`config.mk`:
```
export PLATFORM = sky130hd
export DESIGN_NAME = ieee1355_ds_rx_flat
export DESIGN_NICKNAME = d
export VERILOG_FILES = /design/src/rtl/ieee1355_pkg.sv /design/src/rtl/ieee1355_ds_rx_if.sv /design/src/rtl/ieee1355_ds_sync.sv /design/src/rtl/ieee1355_ds_rx.sv /design/src/flat_wrapper.sv
export SDC_FILE = /design/constraint.sdc
export NUM_CORES = 1
export LEC_CHECK = 0
export BUFFER_PORTS_ARGS = -buffer_cell sky130_fd_sc_hd__buf_4
export CORE_AREA = 3 3 58 60
export CTS_CLUSTER_SIZE = 30
export DETAILED_ROUTE_END_ITERATION = 16
export DIE_AREA = 0 0 61 63
export PLACE_DENSITY_LB_ADDON = 0.05
export SLEW_MARGIN = 40
export SYNTH_ARGS = -nofsm -noshare
export SYNTH_HDL_FRONTEND = slang
export SYNTH_HIERARCHICAL = 1
export SYNTH_SLANG_ARGS = --single-unit
```
`constraint.sdc`:
```
create_clock -name clk_x4 -period 2.4 [get_ports clk_x4]
set_input_delay 0.24 -clock clk_x4 [delete_from_list [all_inputs] [get_ports clk_x4]]
set_output_delay 0.24 -clock clk_x4 [all_outputs]
set_load 0.005 [all_outputs]
```
`src/rtl/ieee1355_pkg.sv`:
```
// Shared IEEE1355 DS-link definitions: character format, NULL pattern,
// receiver alignment states and the DS transmit encoding rule.
package ieee1355_pkg;

    localparam int unsigned C_CHAR_BITS = 10;
    localparam logic [C_CHAR_BITS-1:0] C_NULL_CHAR = 10'b1111000110;

    typedef logic [C_CHAR_BITS-1:0] ds_char_t;

    typedef enum logic {
        HUNT    = 1'b0,
        ALIGNED = 1'b1
    } align_state_t;

    // Strobe toggles exactly when data repeats, so one line changes per bit.
    function automatic logic ds_strobe_next(input logic d_prev, input logic s_prev,
                                            input logic d_next);
        return (d_next == d_prev) ? ~s_prev : s_prev;
    endfunction

endpackage

```
`src/rtl/ieee1355_ds_rx_if.sv`:
```
// Character handshake from the DS receiver to its consumer.
interface ieee1355_ds_rx_if;
    import ieee1355_pkg::*;

    ds_char_t rx_data;
    logic     rx_valid;
    logic     rx_ready;

    modport master (output rx_data, output rx_valid, input rx_ready);
    modport slave  (input rx_data, input rx_valid, output rx_ready);

endinterface

```
`src/rtl/ieee1355_ds_sync.sv`:
```
// Two-flop synchroniser for D and S plus registered transition detect.
// bit_evt/bit_val/ds_err describe the transition between stages 2 and 3.
module ieee1355_ds_sync (
    input  logic clk_x4,
    input  logic rst_n,
    input  logic d_in,
    input  logic s_in,
    output logic bit_evt,
    output logic bit_val,
    output logic ds_err
);

    logic d_s1, d_s2, d_s3;
    logic s_s1, s_s2, s_s3;

    always_ff @(posedge clk_x4 or negedge rst_n) begin
        if (!rst_n) begin
            d_s1    <= 1'b0;
            d_s2    <= 1'b0;
            d_s3    <= 1'b0;
            s_s1    <= 1'b0;
            s_s2    <= 1'b0;
            s_s3    <= 1'b0;
            bit_evt <= 1'b0;
            bit_val <= 1'b0;
            ds_err  <= 1'b0;
        end else begin
            d_s1    <= d_in;
            d_s2    <= d_s1;
            d_s3    <= d_s2;
            s_s1    <= s_in;
            s_s2    <= s_s1;
            s_s3    <= s_s2;
            bit_evt <= (d_s2 ^ d_s3) | (s_s2 ^ s_s3);
            bit_val <= d_s2;
            ds_err  <= (d_s2 ^ d_s3) & (s_s2 ^ s_s3);
        end
    end

endmodule

```
`src/rtl/ieee1355_ds_rx.sv`:
```
// DS-link receiver: NULL alignment, character framing, disconnect timeout
// and a one-entry valid/ready output register.
module ieee1355_ds_rx
    import ieee1355_pkg::*;
#(
    parameter int unsigned G_CHAR_BITS    = C_CHAR_BITS,
    parameter ds_char_t    G_NULL_CHAR    = C_NULL_CHAR,
    parameter int unsigned G_DISC_TIMEOUT = 32,
    parameter int unsigned G_TIMEOUT_W    = 6
) (
    input  logic             clk_x4,
    input  logic             rst_n,
    input  logic             d_in,
    input  logic             s_in,
    ieee1355_ds_rx_if.master rx,
    output logic             link_up,
    output logic             null_pulse,
    output logic             ds_err,
    output logic             overrun,
    output logic             disconnect
);

    localparam int unsigned CNT_W = $clog2(G_CHAR_BITS);
    localparam logic [CNT_W-1:0]       LAST_BIT = CNT_W'(G_CHAR_BITS - 1);
    localparam logic [G_TIMEOUT_W-1:0] TMO_MAX  = G_TIMEOUT_W'(G_DISC_TIMEOUT);
    localparam logic [G_TIMEOUT_W-1:0] TMO_LAST = G_TIMEOUT_W'(G_DISC_TIMEOUT - 1);

    logic bit_evt, bit_val;

    align_state_t           state_q, state_d;
    logic [CNT_W-1:0]       bit_cnt_q, bit_cnt_d;
    logic [G_TIMEOUT_W-1:0] tmo_q, tmo_d;
    ds_char_t               sr_q, sr_d, sr_shift;
    ds_char_t               rx_data_q, rx_data_d;
    logic                   rx_valid_q, rx_valid_d;
    logic                   link_up_d, null_d, overrun_d, disc_d;
    logic                   char_done;

    ieee1355_ds_sync u_sync (
        .clk_x4  (clk_x4),
        .rst_n   (rst_n),
        .d_in    (d_in),
        .s_in    (s_in),
        .bit_evt (bit_evt),
        .bit_val (bit_val),
        .ds_err  (ds_err)
    );

    assign sr_shift    = {bit_val, sr_q[C_CHAR_BITS-1:1]};
    assign rx.rx_data  = rx_data_q;
    assign rx.rx_valid = rx_valid_q;

    // Next-state: alignment FSM, bit counter, timeout and output register.
    always_comb begin
        state_d    = state_q;
        bit_cnt_d  = bit_cnt_q;
        tmo_d      = tmo_q;
        sr_d       = sr_q;
        rx_data_d  = rx_data_q;
        rx_valid_d = rx_valid_q;
        link_up_d  = link_up;
        null_d     = 1'b0;
        overrun_d  = 1'b0;
        disc_d     = 1'b0;
        char_done  = 1'b0;

        if (rx_valid_q && rx.rx_ready) rx_valid_d = 1'b0;

        if (bit_evt) begin
            tmo_d = '0;
            sr_d  = sr_shift;
        end else if (tmo_q != TMO_MAX) begin
            tmo_d = tmo_q + G_TIMEOUT_W'(1);
        end

        case (state_q)
            HUNT: begin
                if (bit_evt && sr_shift == G_NULL_CHAR) begin
                    state_d   = ALIGNED;
                    bit_cnt_d = '0;
                    null_d    = 1'b1;
                    link_up_d = 1'b1;
                end
            end
            ALIGNED: begin
                if (bit_evt) begin
                    if (bit_cnt_q == LAST_BIT) begin
                        bit_cnt_d = '0;
                        if (sr_shift == G_NULL_CHAR) null_d = 1'b1;
                        else                         char_done = 1'b1;
                    end else begin
                        bit_cnt_d = bit_cnt_q + CNT_W'(1);
                    end
                end else if (tmo_q == TMO_LAST) begin
                    // Partial character is abandoned; a held output stays valid.
                    state_d   = HUNT;
                    bit_cnt_d = '0;
                    link_up_d = 1'b0;
                    disc_d    = 1'b1;
                end
            end
            default: state_d = HUNT;
        endcase

        if (char_done) begin
            if (!rx_valid_q || rx.rx_ready) begin
                rx_data_d  = sr_shift;
                rx_valid_d = 1'b1;
            end else begin
                overrun_d = 1'b1;
            end
        end
    end

    always_ff @(posedge clk_x4 or negedge rst_n) begin
        if (!rst_n) begin
            state_q    <= HUNT;
            bit_cnt_q  <= '0;
            tmo_q      <= '0;
            sr_q       <= '0;
            rx_data_q  <= '0;
            rx_valid_q <= 1'b0;
            link_up    <= 1'b0;
            null_pulse <= 1'b0;
            overrun    <= 1'b0;
            disconnect <= 1'b0;
        end else begin
            state_q    <= state_d;
            bit_cnt_q  <= bit_cnt_d;
            tmo_q      <= tmo_d;
            sr_q       <= sr_d;
            rx_data_q  <= rx_data_d;
            rx_valid_q <= rx_valid_d;
            link_up    <= link_up_d;
            null_pulse <= null_d;
            overrun    <= overrun_d;
            disconnect <= disc_d;
        end
    end

endmodule
```
`src/flat_wrapper.sv`:
```
// flat-port wrapper written by rule: the top's interface ports become plain ports
module ieee1355_ds_rx_flat import ieee1355_pkg::*;
#(
    parameter int unsigned G_CHAR_BITS    = C_CHAR_BITS,
    parameter ds_char_t    G_NULL_CHAR    = C_NULL_CHAR,
    parameter int unsigned G_DISC_TIMEOUT = 32,
    parameter int unsigned G_TIMEOUT_W    = 6
)
  (clk_x4, rst_n, d_in, s_in, link_up, null_pulse, ds_err, overrun, disconnect, rx_rx_data, rx_rx_valid, rx_rx_ready);
  ieee1355_ds_rx_if rx_i ();
  input  logic clk_x4;
  input  logic rst_n;
  input  logic d_in;
  input  logic s_in;
  output logic link_up;
  output logic null_pulse;
  output logic ds_err;
  output logic overrun;
  output logic disconnect;
  output wire logic [$bits(rx_i.rx_data)-1:0] rx_rx_data;
  output wire logic [$bits(rx_i.rx_valid)-1:0] rx_rx_valid;
  input wire logic [$bits(rx_i.rx_ready)-1:0] rx_rx_ready;
  assign rx_rx_data = rx_i.rx_data;
  assign rx_rx_valid = rx_i.rx_valid;
  assign rx_i.rx_ready = rx_rx_ready;
  ieee1355_ds_rx #(.G_CHAR_BITS(G_CHAR_BITS), .G_NULL_CHAR(G_NULL_CHAR), .G_DISC_TIMEOUT(G_DISC_TIMEOUT), .G_TIMEOUT_W(G_TIMEOUT_W)) u_core (.clk_x4(clk_x4), .rst_n(rst_n), .d_in(d_in), .s_in(s_in), .rx(rx_i), .link_up(link_up), .null_pulse(null_pulse), .ds_err(ds_err), .overrun(overrun), .disconnect(disconnect));
endmodule
```
==> impl_metrics.toml <==
[grt]
grt_remaining_overflow = 0
grt_pass1_vias = 1093
track_usage = 0.1697
antenna_found_initial = 0
grt_pass1_wl_um = 4671
grt_max_degree = 44

[die]
die_w_um = 61
placeableCoreArea_um2 = 2978
fp.dieArea_um2 = 3843
num_rows = 20
ios = 21
die_h_um = 63
start_util = 0.5803

[hold_path]
holdCritPathClass = "input port to register"
holdCritStartpoint = "rx_rx_ready"

[drt]
drt_iter0_drc = 54
drt-total-wl_um = 2641
postRouteAntennaNets = 0
firstDrtPassIters = 4
num_vias = 1006
drc = 0
post_drt_wl_per_cell_um = 14.12
via_per_inst = 5.380

[timing]
fin_crit_sh = 0.6720
worst_slew_pin_slew_ns = 0.5137
layout_min_cycle_time_ns = 1.613
relSlewSlack = 0.6576
max_freq_ghz = 0.6200
maxSlewViolCount = 0
skew_ns = 0.009739
hold_viol = 0
rsz0062_at_grt = "false"
setup_tns_ns = 0
setup_violations = 0

[pwr]
vdd_drop_max_mv = 0.5934
fin_total_pwr_w = 0.001517
power_density_nw_per_um2 = 746.0
leakagePower_nw = 1.018

[synth]
ys_seq_area_frac = 0.6227
ys_async_sr_fraction = 1.000
yosysUniqueCellTypes = 31
synth.area.top_cells = "dfrtp_1 62%, mux2_1 10%, ha_1 2.9%, xnor2_1 2.0%, xor2_1 2.0%"
synthDominantCellAreaShare = 0.6227
yosys.area.top_type = "dfrtp_1"
yosys_warnings = 6
synth_seq_cells = 43
synth_edf_count = 0
syn_avg_cell_area_um2 = 13.93
synth_ff_type = "dfrtp_1"
synthCells = 124
syn_nets = 133
netlist_area_um2 = 1728

[placed_design]
globalplace.congestion = 0.7917
place_inst = 176
dp_hpwl_um = 1820
io_buffers = 20

[critical_path]
crit_end = "u_core/rx.rx_data[4]$_DFFE_PN0P_"
slowest_stage = "dfrtp_1"
required_ns = 2.64
cp.depth = 6
startpoint = "u_core/bit_cnt_q[1]$_DFFE_PN0P_"
path_buf_inv = 1
worst-path-max-fanout = 10
rr_startpoint = "u_core/bit_cnt_q[1]$_DFFE_PN0P_"
endpoint_kind = "register"
rrSetupSlack_ns = 0.79
cp.arrival_ns = 1.85
cp_cell_sequence = "inv_1 -> ha_1 -> nand3b_1 -> nor2_2 -> nand3_4 -> mux2_1"
crit_type = "register to register"
reg2regPathDepth = 6
start_kind = "register"
reg2reg_to = "u_core/rx.rx_data[4]$_DFFE_PN0P_"
path_delay_family = "simple AND/OR/NAND/NOR gates"
slowest_delay_ns = 0.43

[run_status]
run_status = "complete, no violations"

[clock_tree]
clock-sinks = 43
htree_levels = 2
clockBufferDepth = 2
cts_setup_buffers = 0
cts_tree = "done"
cts_inserted_buffers = 5
clk_latency_ns = 0.35
root_buffer = "clkbuf_4"
clk_pin_slew_worst_paths_ns = 0.12

[final_layout]
post_route_cells_drive_above_1_share = 0.2532
final_cell_mix = "43 x dfrtp_1, 21 x buf_4, 16 x mux2_1, 8 x nor2_1, 6 x nand3_1"
n_antenna_cell = 0
layout.nets = 162
instances_no_fill = 187
n_fill_cell = 236
area_growth_pct = 17.67
layout_commonest_cell = "dfrtp_1"

[flow_run]
drv_cap = 0
==> routing by layer <==
metal | global-route usage | wire [µm] | vias to the layer above
li1 | - | - | 487
met3 | 0.06198 | 107 | 6
met1 | 0.1879 | 1094 | 496
met2 | 0.2781 | 1391 | 17
met5 | 0 | 0 | -
met4 | 0.08401 | 48 | 0
==> sequential cells by signal (all words and copies together) (netlist names), 4 cells and up <==
name	flops
u_core/tmo_q	6
u_core/bit_cnt_q	4
u_core/sr_q	9
u_core/rx.rx_data	10
==> logic make-up (layout without fill, tap and decap cells) <==
family	count (synthesis)	after routing	share of synthesized area
AOI/OAI and AO/OA	8	8	0.02969
xor gates and xnor gates	8	8	0.04055
adders and majority gates	4	4	0.02897
buffers and inverters	6	36	0.01448
DFF	43	43	0.6227
muxes	20	20	0.1296
and+or+nand+nor	35	35	0.1340
==> cells in the mapped netlist, types with 2 or more instances <==
cell       count
dfrtp_1       43
mux2_1        16
nor2_1         8
nand3_1        6
nand2_1        5
ha_1           4
inv_1          4
xnor2_1        4
xor2_1         4
mux2_2         3
o21ai_1        3
a21oi_1        2
buf_2          2
nor3b_1        2
o2bb2ai_1      2
==> per-stage QoR <==
step	hold slack, ns	cell area (µm²)	utilization	setup WS, ns
after floorplan	-0.05559	1728	-	0.9649
after global placement	0.2500	1917	0.6437	0.8700
after detailed placement	0.2561	1917	0.6437	0.8101
after CTS	0.2128	2033	0.6828	0.7872
after global routing	0.2164	2033	0.6828	0.7047
final	0.2358	2033	0.6828	0.7871
==> worst register-to-register path, stage by stage, from the launching register on <==
cell and delay, ns:
dfrtp_1 0.43, inv_1 0.07, ha_1 0.14, nand3b_1 0.14, nor2_2 0.19, nand3_4 0.18, mux2_1 0.35
==> power breakdown <==
group	leakage (nW)	switching, W	internal, W	total, W
registers	0.559	0.0000731	0.000807	0.000880
clock network	0.0482	0.000225	0.000246	0.000471
logic	0.411	0.0000750	0.0000911	0.000166
==> worst min path at each step <==
| stage | to | slack, ns | depth (start not counted) |
|---|---|---|---|
| 2_1_floorplan | u_core/bit_cnt_q[0]$_DFFE_PN0P_ | -0.06 | 0 |
| 3_3_place_gp | u_core/tmo_q[2]$_DFFE_PN0P_ | 0.25 | 1 |
| 3_5_place_dp | u_core/tmo_q[2]$_DFFE_PN0P_ | 0.26 | 1 |
| 4_1_cts | u_core/overrun$_DFF_PN0_ | 0.21 | 3 |
| 5_1_grt | u_core/overrun$_DFF_PN0_ | 0.22 | 3 |
| 6_report | u_core/overrun$_DFF_PN0_ | 0.24 | 3 |
==> layout make-up <==
class / count / area [µm²] / area share
Sequential cell: 43 / 1076 / 0.5292
Multi-Input combinational cell: 75 / 626.9 / 0.3083
Timing Repair Buffer: 24 / 187.7 / 0.09231
Clock buffer: 6 / 51.30 / 0.02523
Tap cell: 33 / 41.29 / 0.02031
Clock inverter: 2 / 35.03 / 0.01723
Inverter: 4 / 15.01 / 0.007385
==> timing repair <==
item                                   CTS  global route
gates resized for setup                  0             0
hold buffers                             3             0
endpoints found under the hold margin   45             0
(Power assumes the default switching activity.)
